==> src/rtl/axis_pkt_gen_if.sv <==
`default_nettype none
// +-----------------------------------------------------------------------------+
// | axis_pkt_gen_if : AXI4-Stream bundle (tdata/tvalid/tlast/tready)            |
// | Rev 1.0                                                                     |
// +-----------------------------------------------------------------------------+
interface axis_pkt_gen_if #(
  parameter int DATA_WIDTH = 32
) ();
  logic [DATA_WIDTH-1:0] tdata;
  logic                  tvalid;
  logic                  tlast;
  logic                  tready;

  modport master (
    output tdata,
    output tvalid,
    output tlast,
    input  tready
  );

  modport slave (
    input  tdata,
    input  tvalid,
    input  tlast,
    output tready
  );
endinterface
`default_nettype wire

==> src/rtl/axis_pkt_gen.sv <==
`default_nettype none
// +-----------------------------------------------------------------------------+
// | axis_pkt_gen : AXI4-Stream packet transmitter, incrementing data pattern    |
// | Rev 1.0                                                                     |
// +-----------------------------------------------------------------------------+
module axis_pkt_gen #(
  parameter int DATA_WIDTH = 32,
  parameter int LEN_WIDTH  = 16
) (
  input  wire logic                  clk_i,
  input  wire logic                  rst_i,
  input  wire logic                  start_i,
  input  wire logic [LEN_WIDTH-1:0]  pkt_len_i,
  input  wire logic [LEN_WIDTH-1:0]  num_pkts_i,
  input  wire logic [LEN_WIDTH-1:0]  gap_i,
  input  wire logic [DATA_WIDTH-1:0] seed_i,
  output logic                       busy_o,
  output logic                       done_o,
  axis_pkt_gen_if.master             m_axis
);

  typedef enum logic [1:0] {
    ST_IDLE = 2'd0,
    ST_SEND = 2'd1,
    ST_GAP  = 2'd2
  } state_t;

  localparam logic [LEN_WIDTH-1:0]  LEN_ONE  = LEN_WIDTH'(1);
  localparam logic [DATA_WIDTH-1:0] DATA_ONE = DATA_WIDTH'(1);

  state_t                state_q,     state_d;
  logic [LEN_WIDTH-1:0]  len_q,       len_d;
  logic [LEN_WIDTH-1:0]  gap_q,       gap_d;
  logic [LEN_WIDTH-1:0]  beat_q,      beat_d;
  logic [LEN_WIDTH-1:0]  pkts_left_q, pkts_left_d;
  logic [LEN_WIDTH-1:0]  gap_cnt_q,   gap_cnt_d;
  logic [DATA_WIDTH-1:0] tdata_q,     tdata_d;
  logic                  tvalid_q,    tvalid_d;
  logic                  tlast_q,     tlast_d;
  logic                  busy_q,      busy_d;
  logic                  done_q,      done_d;
  logic                  handshake;
  logic                  start_ok;

  assign handshake = tvalid_q & m_axis.tready;
  assign start_ok  = start_i & (pkt_len_i != '0) & (num_pkts_i != '0);

  // pkts_left counts packets still to follow the one currently on the bus.
  always_comb begin
    state_d     = state_q;
    len_d       = len_q;
    gap_d       = gap_q;
    beat_d      = beat_q;
    pkts_left_d = pkts_left_q;
    gap_cnt_d   = gap_cnt_q;
    tdata_d     = tdata_q;
    tvalid_d    = tvalid_q;
    tlast_d     = tlast_q;
    busy_d      = busy_q;
    done_d      = 1'b0;

    case (state_q)
      ST_IDLE: begin
        if (start_ok) begin
          state_d     = ST_SEND;
          len_d       = pkt_len_i;
          gap_d       = gap_i;
          beat_d      = '0;
          pkts_left_d = num_pkts_i - LEN_ONE;
          gap_cnt_d   = '0;
          tdata_d     = seed_i;
          tvalid_d    = 1'b1;
          tlast_d     = (pkt_len_i == LEN_ONE);
          busy_d      = 1'b1;
        end
      end

      ST_SEND: begin
        if (handshake) begin
          tdata_d = tdata_q + DATA_ONE;
          if (tlast_q) begin
            beat_d = '0;
            if (pkts_left_q == '0) begin
              state_d  = ST_IDLE;
              tvalid_d = 1'b0;
              tlast_d  = 1'b0;
              busy_d   = 1'b0;
              done_d   = 1'b1;
            end else begin
              pkts_left_d = pkts_left_q - LEN_ONE;
              if (gap_q == '0) begin
                tlast_d = (len_q == LEN_ONE);
              end else begin
                state_d   = ST_GAP;
                gap_cnt_d = gap_q;
                tvalid_d  = 1'b0;
                tlast_d   = 1'b0;
              end
            end
          end else begin
            beat_d  = beat_q + LEN_ONE;
            tlast_d = ((beat_q + LEN_ONE) == (len_q - LEN_ONE));
          end
        end
      end

      ST_GAP: begin
        // gap_cnt holds the idle cycles remaining including the current one.
        if (gap_cnt_q <= LEN_ONE) begin
          state_d   = ST_SEND;
          gap_cnt_d = '0;
          tvalid_d  = 1'b1;
          tlast_d   = (len_q == LEN_ONE);
        end else begin
          gap_cnt_d = gap_cnt_q - LEN_ONE;
        end
      end

      default: begin
        state_d  = ST_IDLE;
        tvalid_d = 1'b0;
        tlast_d  = 1'b0;
        busy_d   = 1'b0;
      end
    endcase
  end

  always_ff @(posedge clk_i) begin
    if (rst_i) begin
      state_q     <= ST_IDLE;
      len_q       <= '0;
      gap_q       <= '0;
      beat_q      <= '0;
      pkts_left_q <= '0;
      gap_cnt_q   <= '0;
      tdata_q     <= '0;
      tvalid_q    <= 1'b0;
      tlast_q     <= 1'b0;
      busy_q      <= 1'b0;
      done_q      <= 1'b0;
    end else begin
      state_q     <= state_d;
      len_q       <= len_d;
      gap_q       <= gap_d;
      beat_q      <= beat_d;
      pkts_left_q <= pkts_left_d;
      gap_cnt_q   <= gap_cnt_d;
      tdata_q     <= tdata_d;
      tvalid_q    <= tvalid_d;
      tlast_q     <= tlast_d;
      busy_q      <= busy_d;
      done_q      <= done_d;
    end
  end

  assign m_axis.tdata  = tdata_q;
  assign m_axis.tvalid = tvalid_q;
  assign m_axis.tlast  = tlast_q;
  assign busy_o        = busy_q;
  assign done_o        = done_q;

endmodule
`default_nettype wire
==> src/flat_wrapper.sv <==
// flat-port wrapper written by rule: the top's interface ports become plain ports
module axis_pkt_gen_flat 
#(
  parameter int DATA_WIDTH = 32,
  parameter int LEN_WIDTH  = 16
)
  (clk_i, rst_i, start_i, pkt_len_i, num_pkts_i, gap_i, seed_i, busy_o, done_o, m_axis_tdata, m_axis_tvalid, m_axis_tlast, m_axis_tready);
  axis_pkt_gen_if #(.DATA_WIDTH(DATA_WIDTH)) m_axis_i ();
  input  wire logic clk_i;
  input  wire logic rst_i;
  input  wire logic start_i;
  input  wire logic [LEN_WIDTH-1:0] pkt_len_i;
  input  wire logic [LEN_WIDTH-1:0] num_pkts_i;
  input  wire logic [LEN_WIDTH-1:0] gap_i;
  input  wire logic [DATA_WIDTH-1:0] seed_i;
  output logic busy_o;
  output logic done_o;
  output wire logic [$bits(m_axis_i.tdata)-1:0] m_axis_tdata;
  output wire logic [$bits(m_axis_i.tvalid)-1:0] m_axis_tvalid;
  output wire logic [$bits(m_axis_i.tlast)-1:0] m_axis_tlast;
  input wire logic [$bits(m_axis_i.tready)-1:0] m_axis_tready;
  assign m_axis_tdata = m_axis_i.tdata;
  assign m_axis_tvalid = m_axis_i.tvalid;
  assign m_axis_tlast = m_axis_i.tlast;
  assign m_axis_i.tready = m_axis_tready;
  axis_pkt_gen #(.DATA_WIDTH(DATA_WIDTH), .LEN_WIDTH(LEN_WIDTH)) u_core (.clk_i(clk_i), .rst_i(rst_i), .start_i(start_i), .pkt_len_i(pkt_len_i), .num_pkts_i(num_pkts_i), .gap_i(gap_i), .seed_i(seed_i), .busy_o(busy_o), .done_o(done_o), .m_axis(m_axis_i));
endmodule
==> config.mk <==
export PLATFORM = sky130hd
export DESIGN_NAME = axis_pkt_gen_flat
export DESIGN_NICKNAME = d
export VERILOG_FILES = /design/src/rtl/axis_pkt_gen_if.sv /design/src/rtl/axis_pkt_gen.sv /design/src/flat_wrapper.sv
export SDC_FILE = /design/constraint.sdc
export NUM_CORES = 1
export LEC_CHECK = 0
export ABC_AREA = 1
export CAP_MARGIN = 20
export CORE_MARGIN = 4
export CORE_UTILIZATION = 59
export CTS_CLUSTER_SIZE = 10
export DETAILED_ROUTE_END_ITERATION = 7
export DONT_BUFFER_PORTS = 1
export GPL_TIMING_DRIVEN = 1
export PLACE_DENSITY = 0.78
export SYNTH_ARGS = -nofsm -noshare
export SYNTH_HDL_FRONTEND = slang
export SYNTH_SLANG_ARGS = --single-unit
==> constraint.sdc <==
create_clock -name clk_i -period 2.2 [get_ports clk_i]
set_input_delay 0.44 -clock clk_i [delete_from_list [all_inputs] [get_ports clk_i]]
set_output_delay 0.44 -clock clk_i [all_outputs]
set_load 0.03 [all_outputs]
==> results of run 1 <==
[sequential cells by signal (all words and copies together), names as in the netlist]
name                  count
u_core.m_axis.tvalid      1
u_core.gap_cnt_q         16
u_core.len_q             16
u_core.done_o             1
u_core.pkts_left_q       16
u_core.state_q            2
u_core.m_axis.tlast       1
u_core.busy_o             1
u_core.m_axis.tdata      32
u_core.gap_q             16
u_core.beat_q            16
[logic make-up (layout without fill, tap and decap cells)]
group	Yosys count	count (layout)
AND/OR/NAND/NOR	561	561
AO/OA/AOI/OAI	263	263
buffers and inverters	184	229
flip-flops	118	118
XOR/XNOR	53	53
adder cells (fa/ha/maj)	11	11
multiplexers	5	5
[area by class of cell]
type	count	area share
multi-input cells	893	0.533
flip-flops and latches	118	0.263
clock inverters	8	0.0111
inverters	136	0.0572
repair buffers	62	0.0599
clock buffers	23	0.0519
well taps	172	0.0239
[worst reg2reg max path, delay by kind of cell (launching register included)]
| kind | cells | cell delay [ns] |
|---|---|---|
| and+or+nand+nor | 7 | 0.87 |
| adders and majority gates | 2 | 0.46 |
| DFF | 1 | 0.33 |
| AOI/OAI and AO/OA | 2 | 0.22 |
| xor gates and xnor gates | 1 | 0.14 |
| buffers and inverters | 2 | 0.13 |
[where the power goes]
group | leakage [nW] | internal [mW] | switching, mW
registers | 0.973 | 2.75 | 0.529
clock network | 0.277 | 1.71 | 0.985
logic | 2.58 | 2.13 | 3.97
total | 3.83 | 6.60 | 5.48
[metrics by stage]
stage	cell area [µm²]	setup WS [ns]	total power [mW]	cells
after floorplan	7790	0.0928	7.52	1195
after global placement	8210	0.106	8.82	1373
after detailed placement	8210	-0.0235	8.94	1373
after CTS	8790	0.00398	11.7	1404
after global routing	9020	-0.151	12.9	1412
final	9020	-0.0357	12.1	1412
[worst paths after layout]
kind                                   to
setup / recovery   u_core.pkts_left_q[12]
hold / removal    u_core.m_axis.tdata[29]
setup reg to reg   u_core.pkts_left_q[12]
hold reg to reg       u_core.gap_cnt_q[1]
[cells in the final DEF, fill, tap and decap left out, types with 5 or more instances in the layout]
cell type	Yosys	final
nor4_1	13	12
mux2i_1	5	5
o21ai_1	8	8
dfxtp_2	0	5
o21ai_0	93	92
buf_4	6	56
inv_2	9	9
nand2_2	7	12
nand2_1	246	240
a211oi_1	5	5
nand3_2	11	10
nand3_1	57	57
clkbuf_16	0	17
nor3_2	3	5
a21oi_1	120	120
nor2_4	8	9
clkinv_2	1	5
nor3_1	14	12
nand4_1	37	37
inv_1	125	122
nor2_1	145	137
ha_1	11	6
xor2_1	36	36
buf_12	0	6
o22ai_1	14	14
xnor2_1	16	16
dfxtp_1	118	113
nor2_2	8	15
o211ai_1	5	5
[repair_timing]
item / 4_1_cts / 5_1_grt
setup endpoints to repair: 6 / 35
pin swaps: 0 / 14
resized for setup: 1 / 44
buffers inserted: 0 / 8
[metal layers]
metal	up-vias	wire length, µm	global-route usage
met5	-	0	0
met4	0	497	0.0854
met3	55	1680	0.0576
met2	336	10400	0.481
met1	3764	9210	0.356
li1	4012	-	-
==> impl_metrics.sql, run 1 <==
INSERT INTO impl_metrics (metric_group, metric, value, unit) VALUES
('pwr', 'power_leakage', '3.83', 'nW'),
('synthesis', 'synth_largest_type_area_fraction', '0.303', ''),
('layout', 'n_fill_cell', '1079', ''),
('critical_path', 'end_kind', 'flop', ''),
('synthesis', 'synth_edf_count', '0', ''),
('synthesis', 'synth_top_flop_cell', 'dfxtp_1', ''),
('worst_hold_path', 'timing.hold.worst_path_depth', '1', ''),
('clock_tree', 'cts.sinks', '118', ''),
('timing', 'fmax', '0.447', 'GHz'),
('die', 'io_pins', '120', ''),
('die', 'standard_cell_core_area', '12800', 'µm²'),
('synthesis', 'synth.ff_latch_count', '118', ''),
('critical_path', 'worst_path_largest_cell_delay', '0.33', 'ns'),
('critical_path', 'crit_path_cell_trace', 'inv_2, ha_4, nand2_2, o21ai_2, ha_2, inv_2, nor2_4, nand3_4, nor3_4, nand2_2, nor2_4, nand2_2, xor2_1, a21oi_1', ''),
('critical_path', 'cp-start-kind', 'flop', ''),
('timing', 'worst_slew_margin_rel', '0.659', ''),
('critical_path', 'top_cell_by_count_worst_path', 'nand2_2', ''),
('synthesis', 'arithmetic_cell_share_of_the_synthesized_area_counting_full_adders_half_adders_and_majority_gates', '0.0177', ''),
('critical_path', 'cp_slowest_cell', 'dfxtp_2', ''),
('timing', 'finalWorstPathRequiredPeriod', '2.24', 'ns'),
('timing', 'postLayoutSetupSlackWorst', '-0.0357', 'ns'),
('die', 'fp-row-count', '41', ''),
('synthesis', 'cell_types_with_the_highest_counts_after_synthesis', 'nand2_1 (246), nor2_1 (145), inv_1 (125)', ''),
('pwr', 'pwr_density_cell', '1340', 'nW/µm²'),
('synthesis', 'main_combinational_cell_family_by_area_after_synthesis', 'simple AND/OR/NAND/NOR gates', ''),
('critical_path', 'crit_path_arrival_time', '2.58', 'ns'),
('status', 'status', 'finished with violations', ''),
('critical_path', 'worst-path-max-fanout', '8', ''),
('synthesis', 'synth_mux_area_frac', '0.00642', ''),
('timing', 'rsz0062_at_grt', 'yes', ''),
('clock_tree', 'number_of_buffers_created_by_cts', '17', ''),
('timing', 'finalSetupViolations', '1', ''),
('layout', 'diodes', '0', ''),
('route', 'post-route-drc-count', '0', ''),
('synthesis', 'yosys-top-cells-area', 'dfxtp_1 (30%), nand2_1 (12%), a21oi_1 (7.7%)', ''),
('critical_path', 'r2r_start', 'u_core.state_q[1]', ''),
('worst_hold_path', 'timing.hold.worst.start', 'rst_i', ''),
('synthesis', 'synthDominantAreaCellType', 'dfxtp_1', ''),
('layout', 'multiInputGateArea', '4810', 'µm²'),
('global_route', 'maximum_number_of_pins_on_one_net_before_global_route_repair', '52', ''),
('synthesis', 'yosysWarnings', '0', ''),
('synthesis', 'netlist_area_before_placement', '7790', 'µm²'),
('status', 'violated_checks', 'setup timing', ''),
('critical_path', 'delay_heaviest_family_cp', 'simple AND/OR/NAND/NOR gates', ''),
('critical_path', 'criticalPathCategory', 'flop to flop', ''),
('pwr', 'ir_drop', '0.000703', 'V'),
('layout', 'areaGrowthSynthToFinish', '15.7', '%'),
('timing', 'hold_viol', '0', ''),
('placed_design', 'finalWeightedCongestion', '0.933', ''),
('global_route', 'groute.usage.overall', '0.281', ''),
('die', 'dieWidth', '123', 'µm'),
('synthesis', 'synth_compound_area_frac', '0.183', ''),
('route', 'routedWlPerCell', '15.4', 'µm'),
('synthesis', 'yosysUniqueCellTypes', '51', ''),
('clock_tree', 'bufs_on_longest_clock_path', '2', ''),
('clock_tree', 'cts_root_buf', 'clkbuf_16', ''),
('die', 'dieArea', '15100', 'µm²'),
('synthesis', 'synth.avg_cell_area', '6.52', 'µm²'),
('global_route', 'number_of_antenna_violations_at_the_first_check_in_global_routing', '0', ''),
('job', 'timing.max_cap.violations', '0', ''),
('clock_tree', 'cts_hold_buffers', '0', ''),
('synthesis', 'seq_area_frac_synth', '0.303', ''),
('global_route', 'grt_pass1_wl', '34400', 'µm'),
('global_route', 'first_global_vias', '7428', ''),
('synthesis', 'synthCells', '1195', ''),
('synthesis', 'synthSimpleGateAreaFrac', '0.331', ''),
('synthesis', 'async_flop_share', '0', ''),
('clock_tree', 'worst_skew_pair.late_latency', '0.42', 'ns'),
('timing', 'tightest_slew', '0.512', 'ns'),
('route', 'first_iter_violations', '811', ''),
('timing', 'clock_skew', '0.00883', 'ns');
No activity file was read; power rests on OpenSTA's default activity.
==> run 2, diff against run 1 <==
--- a/config.mk
+++ b/config.mk
@@ -5,15 +5,14 @@
 export SDC_FILE = /design/constraint.sdc
 export NUM_CORES = 1
 export LEC_CHECK = 0
-export ABC_AREA = 1
 export CAP_MARGIN = 20
 export CORE_MARGIN = 4
-export CORE_UTILIZATION = 59
+export CORE_UTILIZATION = 58
 export CTS_CLUSTER_SIZE = 10
 export DETAILED_ROUTE_END_ITERATION = 7
 export DONT_BUFFER_PORTS = 1
 export GPL_TIMING_DRIVEN = 1
-export PLACE_DENSITY = 0.78
+export PLACE_DENSITY = 0.76
 export SYNTH_ARGS = -nofsm -noshare
 export SYNTH_HDL_FRONTEND = slang
 export SYNTH_SLANG_ARGS = --single-unit
==> run 2 against run 1 <==
Compared with the run above:
- the run still ends with setup timing left
- die area is 3.0% lower
- hold slack lost 0.0089 ns
- largest power group unchanged
- fmax decreased by 3.3%
- clock-buffer cell count unchanged
- sequential cell count is the same
- sequential power barely moved
- utilization rose by 7.6 points
- power up 20%
==> impl_metrics.sql, run 2 <==
INSERT INTO impl_metrics (metric_group, metric, value, unit) VALUES
('critical_path', 'cp_data_required_time', '2.52', 'ns'),
('global_route', 'globalRoute.busiestLayer', 'met2', ''),
('layout', 'diodes', '0', ''),
('layout', 'max_reg_flops', '32', ''),
('die', 'die_h', '121', 'µm'),
('layout', 'areaGrowthSynthToFinish', '32.6', '%'),
('critical_path', 'crit_path_arrival_time', '2.63', 'ns'),
('clock_tree', 'cts_root_buf', 'clkbuf_16', ''),
('synthesis', 'async_flop_share', '0', ''),
('synthesis', 'yosysWarnings', '0', ''),
('pwr', 'ir_drop', '0.00115', 'V'),
('synthesis', 'yosysUniqueCellTypes', '73', ''),
('route', 'routedWlPerCell', '17.7', 'µm'),
('route', 'route.final.wire_length', '22500', 'µm'),
('critical_path', 'worst-path-max-fanout', '6', ''),
('layout', 'fin_cells', '1271', ''),
('global_route', 'grt_pass1_wl', '35200', 'µm'),
('synthesis', 'netlist_area_before_placement', '7410', 'µm²'),
('layout', 'mostFrequentLayoutCells', 'buf_4 (159), nand2_1 (109), dfxtp_1 (97)', ''),
('synthesis', 'synthCells', '957', ''),
('pwr', 'pwr_density_cell', '1480', 'nW/µm²'),
('route', 'drt-pass1-iter-count', '5', ''),
('critical_path', 'top_cell_by_count_worst_path', 'o21ai_2', ''),
('synthesis', 'synth.avg_cell_area', '7.75', 'µm²'),
('timing', 'tns', '-0.480', 'ns'),
('synthesis', 'post-synth-top-count-cell', 'dfxtp_1', ''),
('die', 'dieArea', '14700', 'µm²'),
('clock_tree', 'number_of_buffers_created_by_cts', '17', ''),
('global_route', 'first_global_vias', '7309', ''),
('timing', 'clock_skew', '0.00960', 'ns'),
('placed_design', 'numPlacedInstances', '1216', ''),
('pwr', 'power_leakage', '3.85', 'nW'),
('die', 'io_pins', '120', ''),
('synthesis', 'synth.ff_latch_count', '118', ''),
('clock_tree', 'cts.sinks', '118', ''),
('global_route', 'number_of_antenna_violations_at_the_first_check_in_global_routing', '0', ''),
('synthesis', 'synth_top_flop_cell', 'dfxtp_1', ''),
('synthesis', 'synth_largest_type_area_fraction', '0.319', ''),
('placed_design', 'dp_hpwl', '14200', 'µm'),
('timing', 'hold_viol', '0', ''),
('layout', 'final_layout_size_suffix_gt1_frac', '0.295', ''),
('status', 'violated_checks', 'setup timing', ''),
('clock_tree', 'clk_transition_reported_paths', '0.06', 'ns'),
('global_route', 'global_routing_usage_on_met2', '0.469', ''),
('route', 'post-route-drc-count', '0', ''),
('timing', 'postLayoutSetupSlackWorst', '-0.112', 'ns'),
('placed_design', 'postPlaceCellArea', '8720', 'µm²'),
('placed_design', 'placement.io_buffers', '0', ''),
('die', 'fp-row-count', '41', ''),
('synthesis', 'syn-num-nets', '1052', ''),
('timing', 'worst_slew_margin_rel', '0.596', ''),
('layout', 'final_util', '0.782', ''),
('critical_path', 'end_kind', 'flop', ''),
('global_route', 'groute.usage.overall', '0.292', ''),
('timing', 'post-route-period-util', '1.05', ''),
('synthesis', 'cell_types_with_the_highest_counts_after_synthesis', 'dfxtp_1 (118), nand2_1 (113), a21oi_1 (87)', ''),
('status', 'status', 'finished with violations', ''),
('critical_path', 'criticalPathCategory', 'flop to flop', ''),
('critical_path', 'crit_path_cell_trace', 'inv_2, ha_4, mux2i_4, ha_2, o21ai_2, o21bai_4, or3_4, mux2_2, o21ai_2, a21oi_1', ''),
('route', 'drt_via_density', '6.21', ''),
('synthesis', 'seq_area_frac_synth', '0.319', ''),
('critical_path', 'worst_path_largest_cell_delay', '0.38', 'ns'),
('synthesis', 'synthDominantAreaCellType', 'dfxtp_1', ''),
('clock_tree', 'h_tree_levels', '4', ''),
('timing', 'fmax', '0.433', 'GHz'),
('critical_path', 'cp-start-kind', 'flop', ''),
('critical_path', 'cp_slowest_cell', 'or3_4', ''),
('timing', 'rsz0062_at_grt', 'yes', ''),
('global_route', 'grt-ovfl-total', '0', ''),
('global_route', 'gr-usage-met1', '0.376', ''),
('global_route', 'maximum_number_of_pins_on_one_net_before_global_route_repair', '118', ''),
('route', 'routed-via-count', '7892', ''),
('clock_tree', 'cts_tree', 'yes', ''),
('layout', 'finish.instance_area', '9830', 'µm²'),
('synthesis', 'yosys-top-cells-area', 'dfxtp_1 (32%), mux2i_1 (6.1%), a21oi_1 (5.9%)', ''),
('synthesis', 'synth_edf_count', '0', ''),
('placed_design', 'finalWeightedCongestion', '0.850', ''),
('clock_tree', 'bufs_on_longest_clock_path', '2', ''),
('global_route', 'use_met3', '0.0765', ''),
('job', 'timing.max_cap.violations', '0', ''),
('timing', 'tightest_slew', '0.606', 'ns'),
('worst_hold_path', 'timing.hold.worst.class', 'primary input to flop', ''),
('route', 'first_iter_violations', '945', ''),
('die', 'standard_cell_core_area', '12600', 'µm²'),
('route', 'ant_nets', '0', ''),
('clock_tree', 'worst_skew_pair.late_latency', '0.43', 'ns'),
('layout', 'final_common_cell', 'buf_4', ''),
('timing', 'finalWorstPathRequiredPeriod', '2.31', 'ns'),
('timing', 'finalSetupViolations', '16', ''),
('die', 'dieWidth', '121', 'µm'),
('layout', 'final_layout_net_count', '1181', ''),
('timing', 'final-max-slew-violation-count', '0', ''),
('die', 'floorplan.initialDensity', '0.590', '');
==> run 2: worst max-delay path: cells and delay by family, from the launching register on <==
| family | cells | cell delay [ns] |
|---|---|---|
| fa+ha+maj | 2 | 0.44 |
| compound gates | 4 | 0.45 |
| flops | 1 | 0.33 |
| buf+inv | 1 | 0.07 |
| mux | 2 | 0.56 |
| simple gates | 1 | 0.38 |
==> run 2: final timing paths <==
| kind | startpoint | endpoint | slack (ns) | cells after the start |
|---|---|---|---|---|
| worst max-delay path | u_core.state_q[1] | u_core.pkts_left_q[14] | -0.11 | 10 |
| worst min-delay path | rst_i | u_core.pkts_left_q[11] | 0.08 | 1 |
| worst max register to register | u_core.state_q[1] | u_core.pkts_left_q[14] | -0.11 | 10 |
| worst min register to register | u_core.pkts_left_q[15] | u_core.pkts_left_q[15] | 0.46 | 2 |
==> run 2: power by group <==
part / switching, mW / internal, mW
combinational: 4.69 / 3.62
clock: 1.06 / 1.86
sequential: 0.547 / 2.75
==> run 2: logic make-up (layout without fill, tap and decap cells) <==
family	Yosys count	after routing	synth area share
multiplexers	47	47	0.0638
XOR/XNOR	56	56	0.0699
buffers and inverters	78	217	0.0511
adder cells (fa/ha/maj)	11	11	0.0186
AND/OR/NAND/NOR	400	401	0.273
flip-flops	118	118	0.319
AO/OA/AOI/OAI	247	249	0.205
==> run 2: area by class of cell <==
class / instances / area [µm²]
multi-input combinational: 764 / 5200
fill: 849 / 2740
sequential: 118 / 2400
timing repair buffer: 167 / 1320
clock buffer: 23 / 510
tap: 172 / 215
clock inverter: 9 / 114
inverter: 18 / 67.6
==> run 2: per-layer routing <==
| metal | vias up | routed length (µm) |
|---|---|---|
| li1 | 3755 | - |
| met1 | 3713 | 9210 |
| met2 | 371 | 10800 |
| met3 | 53 | 1940 |
| met4 | 0 | 551 |
| met5 | - | 0 |
==> run 2: per-stage QoR <==
| stage | setup slack [ns] | hold WS, ns | total power, mW |
|---|---|---|---|
| 2_1_floorplan | -0.600 | 0.432 | 8.82 |
| 3_3_place_gp | -0.324 | 0.441 | 10.5 |
| 3_5_place_dp | -0.381 | 0.448 | 10.7 |
| 4_1_cts | -0.0966 | 0.0713 | 13.8 |
| 5_1_grt | -0.212 | 0.0682 | 15.4 |
| 6_report | -0.112 | 0.0808 | 14.5 |
==> run 2: repair_timing <==
action / in CTS / in global routing
pin swaps: 3 / 16
hold buffers: 0 / 0
gates cloned: 1 / 2
setup endpoints to repair: 28 / 93
setup buffers: 6 / 14
gates resized for setup: 8 / 62
==> run 3, diff against run 2 <==
--- a/config.mk
+++ b/config.mk
@@ -7,12 +7,14 @@
 export LEC_CHECK = 0
 export CAP_MARGIN = 20
 export CORE_MARGIN = 4
-export CORE_UTILIZATION = 58
+export CORE_UTILIZATION = 60
+export CTS_BUF_LIST = sky130_fd_sc_hd__clkbuf_8
 export CTS_CLUSTER_SIZE = 10
 export DETAILED_ROUTE_END_ITERATION = 7
 export DONT_BUFFER_PORTS = 1
 export GPL_TIMING_DRIVEN = 1
-export PLACE_DENSITY = 0.76
+export PLACE_DENSITY = 0.79
+export SETUP_SLACK_MARGIN = 0.5
 export SYNTH_ARGS = -nofsm -noshare
 export SYNTH_HDL_FRONTEND = slang
 export SYNTH_SLANG_ARGS = --single-unit
==> run 3 against run 2 <==
Compared with the run above:
- the flow now stops in global routing (5_1_grt)
- area after synthesis unchanged
- synthesized cell count unchanged
==> impl_metrics.sql, run 3 <==
INSERT INTO impl_metrics (metric_group, metric, value, unit) VALUES
('placed_design', 'finalWeightedCongestion', '0.858', ''),
('die', 'fp-row-count', '40', ''),
('synthesis', 'post-synth-top-count-cell', 'dfxtp_1', ''),
('synthesis', 'synth_largest_type_area_fraction', '0.319', ''),
('synthesis', 'synth.ff_latch_count', '118', ''),
('synthesis', 'synthCells', '957', ''),
('global_route', 'maximum_number_of_pins_on_one_net_before_global_route_repair', '118', ''),
('die', 'floorplan.initialDensity', '0.615', ''),
('placed_design', 'postPlaceCellArea', '8710', 'µm²'),
('global_route', 'number_of_antenna_violations_at_the_first_check_in_global_routing', '5', ''),
('status', 'stop_stage', 'global routing (5_1_grt)', ''),
('synthesis', 'yosysUniqueCellTypes', '73', ''),
('synthesis', 'cell_types_with_the_highest_counts_after_synthesis', 'dfxtp_1 (118), nand2_1 (113), a21oi_1 (87)', ''),
('clock_tree', 'h_tree_levels', '4', ''),
('status', 'flow.first_error', '[ERROR GRT-0232] Routing congestion too high. Check the congestion heatmap in the GUI.', ''),
('clock_tree', 'cts_root_buf', 'clkbuf_8', ''),
('status', 'status', 'aborted with a tool error', ''),
('synthesis', 'seq_area_frac_synth', '0.319', ''),
('placed_design', 'numPlacedInstances', '1193', ''),
('timing', 'timing.grt.repair.worst_endpoint', 'u_core.pkts_left_q[14]$_SDFFE_PP0P_/D', ''),
('clock_tree', 'number_of_buffers_created_by_cts', '17', ''),
('synthesis', 'synth.avg_cell_area', '7.75', 'µm²'),
('placed_design', 'placement.io_buffers', '0', ''),
('synthesis', 'yosys-top-cells-area', 'dfxtp_1 (32%), mux2i_1 (6.1%), a21oi_1 (5.9%)', ''),
('die', 'dieWidth', '119', 'µm'),
('synthesis', 'synthDominantAreaCellType', 'dfxtp_1', ''),
('synthesis', 'async_flop_share', '0', ''),
('synthesis', 'netlist_area_before_placement', '7410', 'µm²'),
('die', 'die_h', '119', 'µm'),
('global_route', 'groute.usage.overall', '0.771', ''),
('clock_tree', 'bufs_on_longest_clock_path', '2', ''),
('synthesis', 'yosysWarnings', '0', ''),
('synthesis', 'synth_top_flop_cell', 'dfxtp_1', ''),
('synthesis', 'syn-num-nets', '1052', ''),
('placed_design', 'dp_hpwl', '14800', 'µm'),
('clock_tree', 'cts_hold_buffers', '0', ''),
('timing', 'worst_endpoint_kind', 'register input', ''),
('clock_tree', 'cts.sinks', '118', ''),
('global_route', 'grt-ovfl-total', '56', ''),
('die', 'io_pins', '120', ''),
('synthesis', 'synth_edf_count', '0', '');
-- run 3: kinds of logic after synthesis --
| group | after synthesis | share of synthesized area |
|---|---|---|
| simple gates | 400 | 0.273 |
| buf+inv | 78 | 0.0511 |
| xor+xnor | 56 | 0.0699 |
| fa+ha+maj | 11 | 0.0186 |
| mux | 47 | 0.0638 |
| flops | 118 | 0.319 |
| compound gates | 247 | 0.205 |
-- run 3: timing repair --
action	CTS
buffers inserted	57
gates cloned	12
gates resized for setup	200
pin swaps	72
setup endpoints to repair	117
-- run 3: metal layers --
| layer | track usage | GRT overflow |
|---|---|---|
| met2 | 0.925 | 29 |
| met5 | 0.132 | 0 |
| met4 | 0.794 | 26 |
| met3 | 0.649 | 1 |
| met1 | 0.761 | 0 |
-- run 3: stage by stage --
step,setup slack [ns],utilization
after CTS,-0.0857,0.891
after detailed placement,-0.257,0.722
after global placement,-0.200,0.722
after floorplan,-0.600,-
==> run 4, diff against run 3 <==
--- a/config.mk
+++ b/config.mk
@@ -7,14 +7,11 @@
 export LEC_CHECK = 0
 export CAP_MARGIN = 20
 export CORE_MARGIN = 4
-export CORE_UTILIZATION = 60
-export CTS_BUF_LIST = sky130_fd_sc_hd__clkbuf_8
-export CTS_CLUSTER_SIZE = 10
+export CORE_UTILIZATION = 40
 export DETAILED_ROUTE_END_ITERATION = 7
 export DONT_BUFFER_PORTS = 1
 export GPL_TIMING_DRIVEN = 1
-export PLACE_DENSITY = 0.79
-export SETUP_SLACK_MARGIN = 0.5
+export PLACE_DENSITY_LB_ADDON = 0.15
 export SYNTH_ARGS = -nofsm -noshare
 export SYNTH_HDL_FRONTEND = slang
 export SYNTH_SLANG_ARGS = --single-unit
==> constraint.sdc (replaced) <==
create_clock -name clk_i -period 2.9 [get_ports clk_i]
set_input_delay 0.58 -clock clk_i [delete_from_list [all_inputs] [get_ports clk_i]]
set_output_delay 0.58 -clock clk_i [all_outputs]
set_load 0.03 [all_outputs]
==> run 4 against run 3 <==
Compared with the run above:
- the run now ends clean
==> impl_metrics.sql, run 4 (synthesized netlist as in run 2, its figures left out) <==
INSERT INTO impl_metrics (metric_group, metric, value, unit) VALUES
('global_route', 'groute.usage.overall', '0.198', ''),
('global_route', 'maximum_number_of_pins_on_one_net_before_global_route_repair', '118', ''),
('global_route', 'grt_pass1_wl', '33400', 'µm'),
('pwr', 'clock_power_share', '0.234', ''),
('timing', 'hold_viol', '0', ''),
('route', 'drt_via_density', '5.77', ''),
('placed_design', 'placement.io_buffers', '0', ''),
('die', 'fp-row-count', '49', ''),
('critical_path', 'worstReg2RegEnd', 'u_core.pkts_left_q[14]', ''),
('placed_design', 'finalWeightedCongestion', '0.823', ''),
('pwr', 'internal_power', '5.36', 'mW'),
('layout', 'final_util', '0.469', ''),
('critical_path', 'r2r_start', 'u_core.state_q[0]', ''),
('global_route', 'grt-ovfl-total', '0', ''),
('layout', 'final_common_cell', 'dfxtp_1', ''),
('clock_tree', 'cts.repair.resized', '0', ''),
('layout', 'final_layout_net_count', '1062', ''),
('critical_path', 'ff2ff_setup_slack', '0.27', 'ns'),
('clock_tree', 'bufs_on_longest_clock_path', '2', ''),
('route', 'routedWlPerCell', '17.5', 'µm'),
('timing', 'clock_skew', '0.00904', 'ns'),
('pwr', 'power_leakage', '3.14', 'nW'),
('die', 'standard_cell_core_area', '18100', 'µm²'),
('worst_hold_path', 'timing.hold.worst.start', 'rst_i', ''),
('clock_tree', 'clk_transition_reported_paths', '0.06', 'ns'),
('pwr', 'power_switching_share', '0.441', ''),
('pwr', 'ir_drop', '0.000633', 'V'),
('critical_path', 'cp_data_required_time', '3.21', 'ns'),
('timing', 'tightest_slew', '1.01', 'ns'),
('route', 'post-route-drc-count', '0', ''),
('layout', 'mostFrequentLayoutCells', 'dfxtp_1 (118), nand2_1 (113), a21oi_1 (86), nor2_1 (86), o21ai_0 (64)', ''),
('timing', 'final-max-slew-violation-count', '0', ''),
('layout', 'max_reg_flops', '32', ''),
('job', 'timing.max_cap.violations', '0', ''),
('placed_design', 'placement.setup.worst_slack', '0.0491', 'ns'),
('timing', 'tns', '0', 'ns'),
('timing', 'postLayoutSetupSlackWorst', '0.268', 'ns'),
('route', 'route.final.wire_length', '21100', 'µm'),
('clock_tree', 'cts_post_setup_buffers_inserted', '0', ''),
('pwr', 'p_seq_frac', '0.268', ''),
('timing', 'worst_slew_margin_rel', '0.329', ''),
('critical_path', 'end_kind', 'flop', ''),
('pwr', 'pwr_density_cell', '1130', 'nW/µm²'),
('pwr', 'combPwrFrac', '0.498', ''),
('layout', 'areaGrowthSynthToFinish', '14.4', '%'),
('die', 'io_pins', '120', ''),
('timing', 'finalWorstPathRequiredPeriod', '2.63', 'ns'),
('worst_hold_path', 'timing.hold.worst_path_depth', '1', ''),
('timing', 'fmax', '0.380', 'GHz'),
('clock_tree', 'number_of_buffers_created_by_cts', '17', ''),
('critical_path', 'crit_path_arrival_time', '2.94', 'ns'),
('timing', 'post-route-period-util', '0.907', ''),
('layout', 'multiInputGateArea', '4730', 'µm²'),
('critical_path', 'worst-path-max-fanout', '37', ''),
('clock_tree', 'cts_tree', 'yes', ''),
('route', 'first_iter_violations', '442', ''),
('die', 'floorplan.initialDensity', '0.410', ''),
('critical_path', 'cp-start-kind', 'flop', ''),
('placed_design', 'dp_hpwl', '14300', 'µm'),
('global_route', 'first_global_vias', '6389', ''),
('global_route', 'number_of_antenna_violations_at_the_first_check_in_global_routing', '0', ''),
('route', 'routed-via-count', '6975', ''),
('die', 'die_h', '144', 'µm'),
('timing', 'rsz0062_at_grt', 'no', ''),
('clock_tree', 'cts.sinks', '118', ''),
('status', 'status', 'completed', ''),
('critical_path', 'r2r.worst_path.cells', '9', ''),
('layout', 'fin_cells', '1209', ''),
('critical_path', 'criticalPathCategory', 'flop to flop', ''),
('worst_hold_path', 'timing.hold.worst.class', 'primary input to flop', ''),
('worst_hold_path', 'worstHoldEndpoint', 'u_core.pkts_left_q[12]', ''),
('layout', 'seq_area', '2360', 'µm²'),
('route', 'drt-pass1-iter-count', '5', ''),
('route', 'ant_nets', '0', ''),
('placed_design', 'numPlacedInstances', '1176', ''),
('die', 'dieArea', '20800', 'µm²'),
('pwr', 'netSwitchingPower', '4.23', 'mW'),
('layout', 'final_layout_size_suffix_gt1_frac', '0.113', ''),
('clock_tree', 'cts_hold_buffers', '0', ''),
('clock_tree', 'worst_skew_pair.late_latency', '0.42', 'ns'),
('clock_tree', 'cts_root_buf', 'clkbuf_16', ''),
('timing', 'finalSetupViolations', '0', ''),
('layout', 'diodes', '0', ''),
('layout', 'n_fill_cell', '1819', ''),
('clock_tree', 'h_tree_levels', '4', ''),
('timing', 'final.hold.worst_slack', '0.232', 'ns'),
('die', 'dieWidth', '144', 'µm');
[run 4: area by class of cell]
cell class	count	area share
clock buffers	21	0.0567
clock inverters	11	0.0171
inverters	18	0.00797
multi-input cells	762	0.557
flip-flops and latches	118	0.279
well taps	229	0.0338
repair buffers	50	0.0487
[run 4: metrics by stage]
step / total power, mW / instance area, µm²
after floorplan: 6.29 / 7480
after global placement: 7.30 / 7850
after CTS: 9.60 / 8470
after global routing: 10.3 / 8480
final: 9.59 / 8480
after detailed placement: 7.33 / 7850
[run 4: critical path, stage by stage (launching register included)]
cell	delay, ns
dfxtp_1	0.42
ha_4	0.28
buf_12	0.22
nor3b_1	0.26
o21ai_2	0.15
o21bai_4	0.24
or3_1	0.43
mux2_2	0.28
o21ai_0	0.14
a21oi_1	0.08
[run 4: worst max path at each step]
| stage | startpoint | endpoint | slack [ns] | cells after the start |
|---|---|---|---|---|
| finish | u_core.state_q[0] | u_core.pkts_left_q[14] | 0.27 | 9 |
| global route | u_core.state_q[0] | u_core.pkts_left_q[11] | 0.08 | 8 |
| CTS | u_core.state_q[0] | u_core.beat_q[6] | 0.08 | 8 |
| detailed placement | pkt_len_i[3] | u_core.beat_q[11] | 0.05 | 7 |
| global placement | pkt_len_i[3] | u_core.beat_q[8] | 0.08 | 7 |
| floorplan | u_core.state_q[1] | u_core.pkts_left_q[14] | 0.003 | 15 |
[run 4: routing by layer]
metal  vias to the layer above  wire (µm)  part of all wire  track usage
li1                       3498          -                 -            -
met4                         0        225             0.011       0.0555
met1                      3269      10200              0.48        0.273
met5                         -          0                 0            0
met2                       190       8960              0.42        0.297
met3                        18       1720             0.082       0.0632
[run 4: power groups by stage]
| stage | Sequential (mW) | Combinational [mW] | Clock (mW) |
|---|---|---|---|
| CTS | 2.57 | 4.75 | 2.28 |
| finish | 2.57 | 4.78 | 2.24 |
| global route | 2.63 | 5.30 | 2.36 |
| floorplan | 2.82 | 3.47 | 0 |
| detailed placement | 2.60 | 4.72 | 0 |
| global placement | 2.60 | 4.71 | 0 |
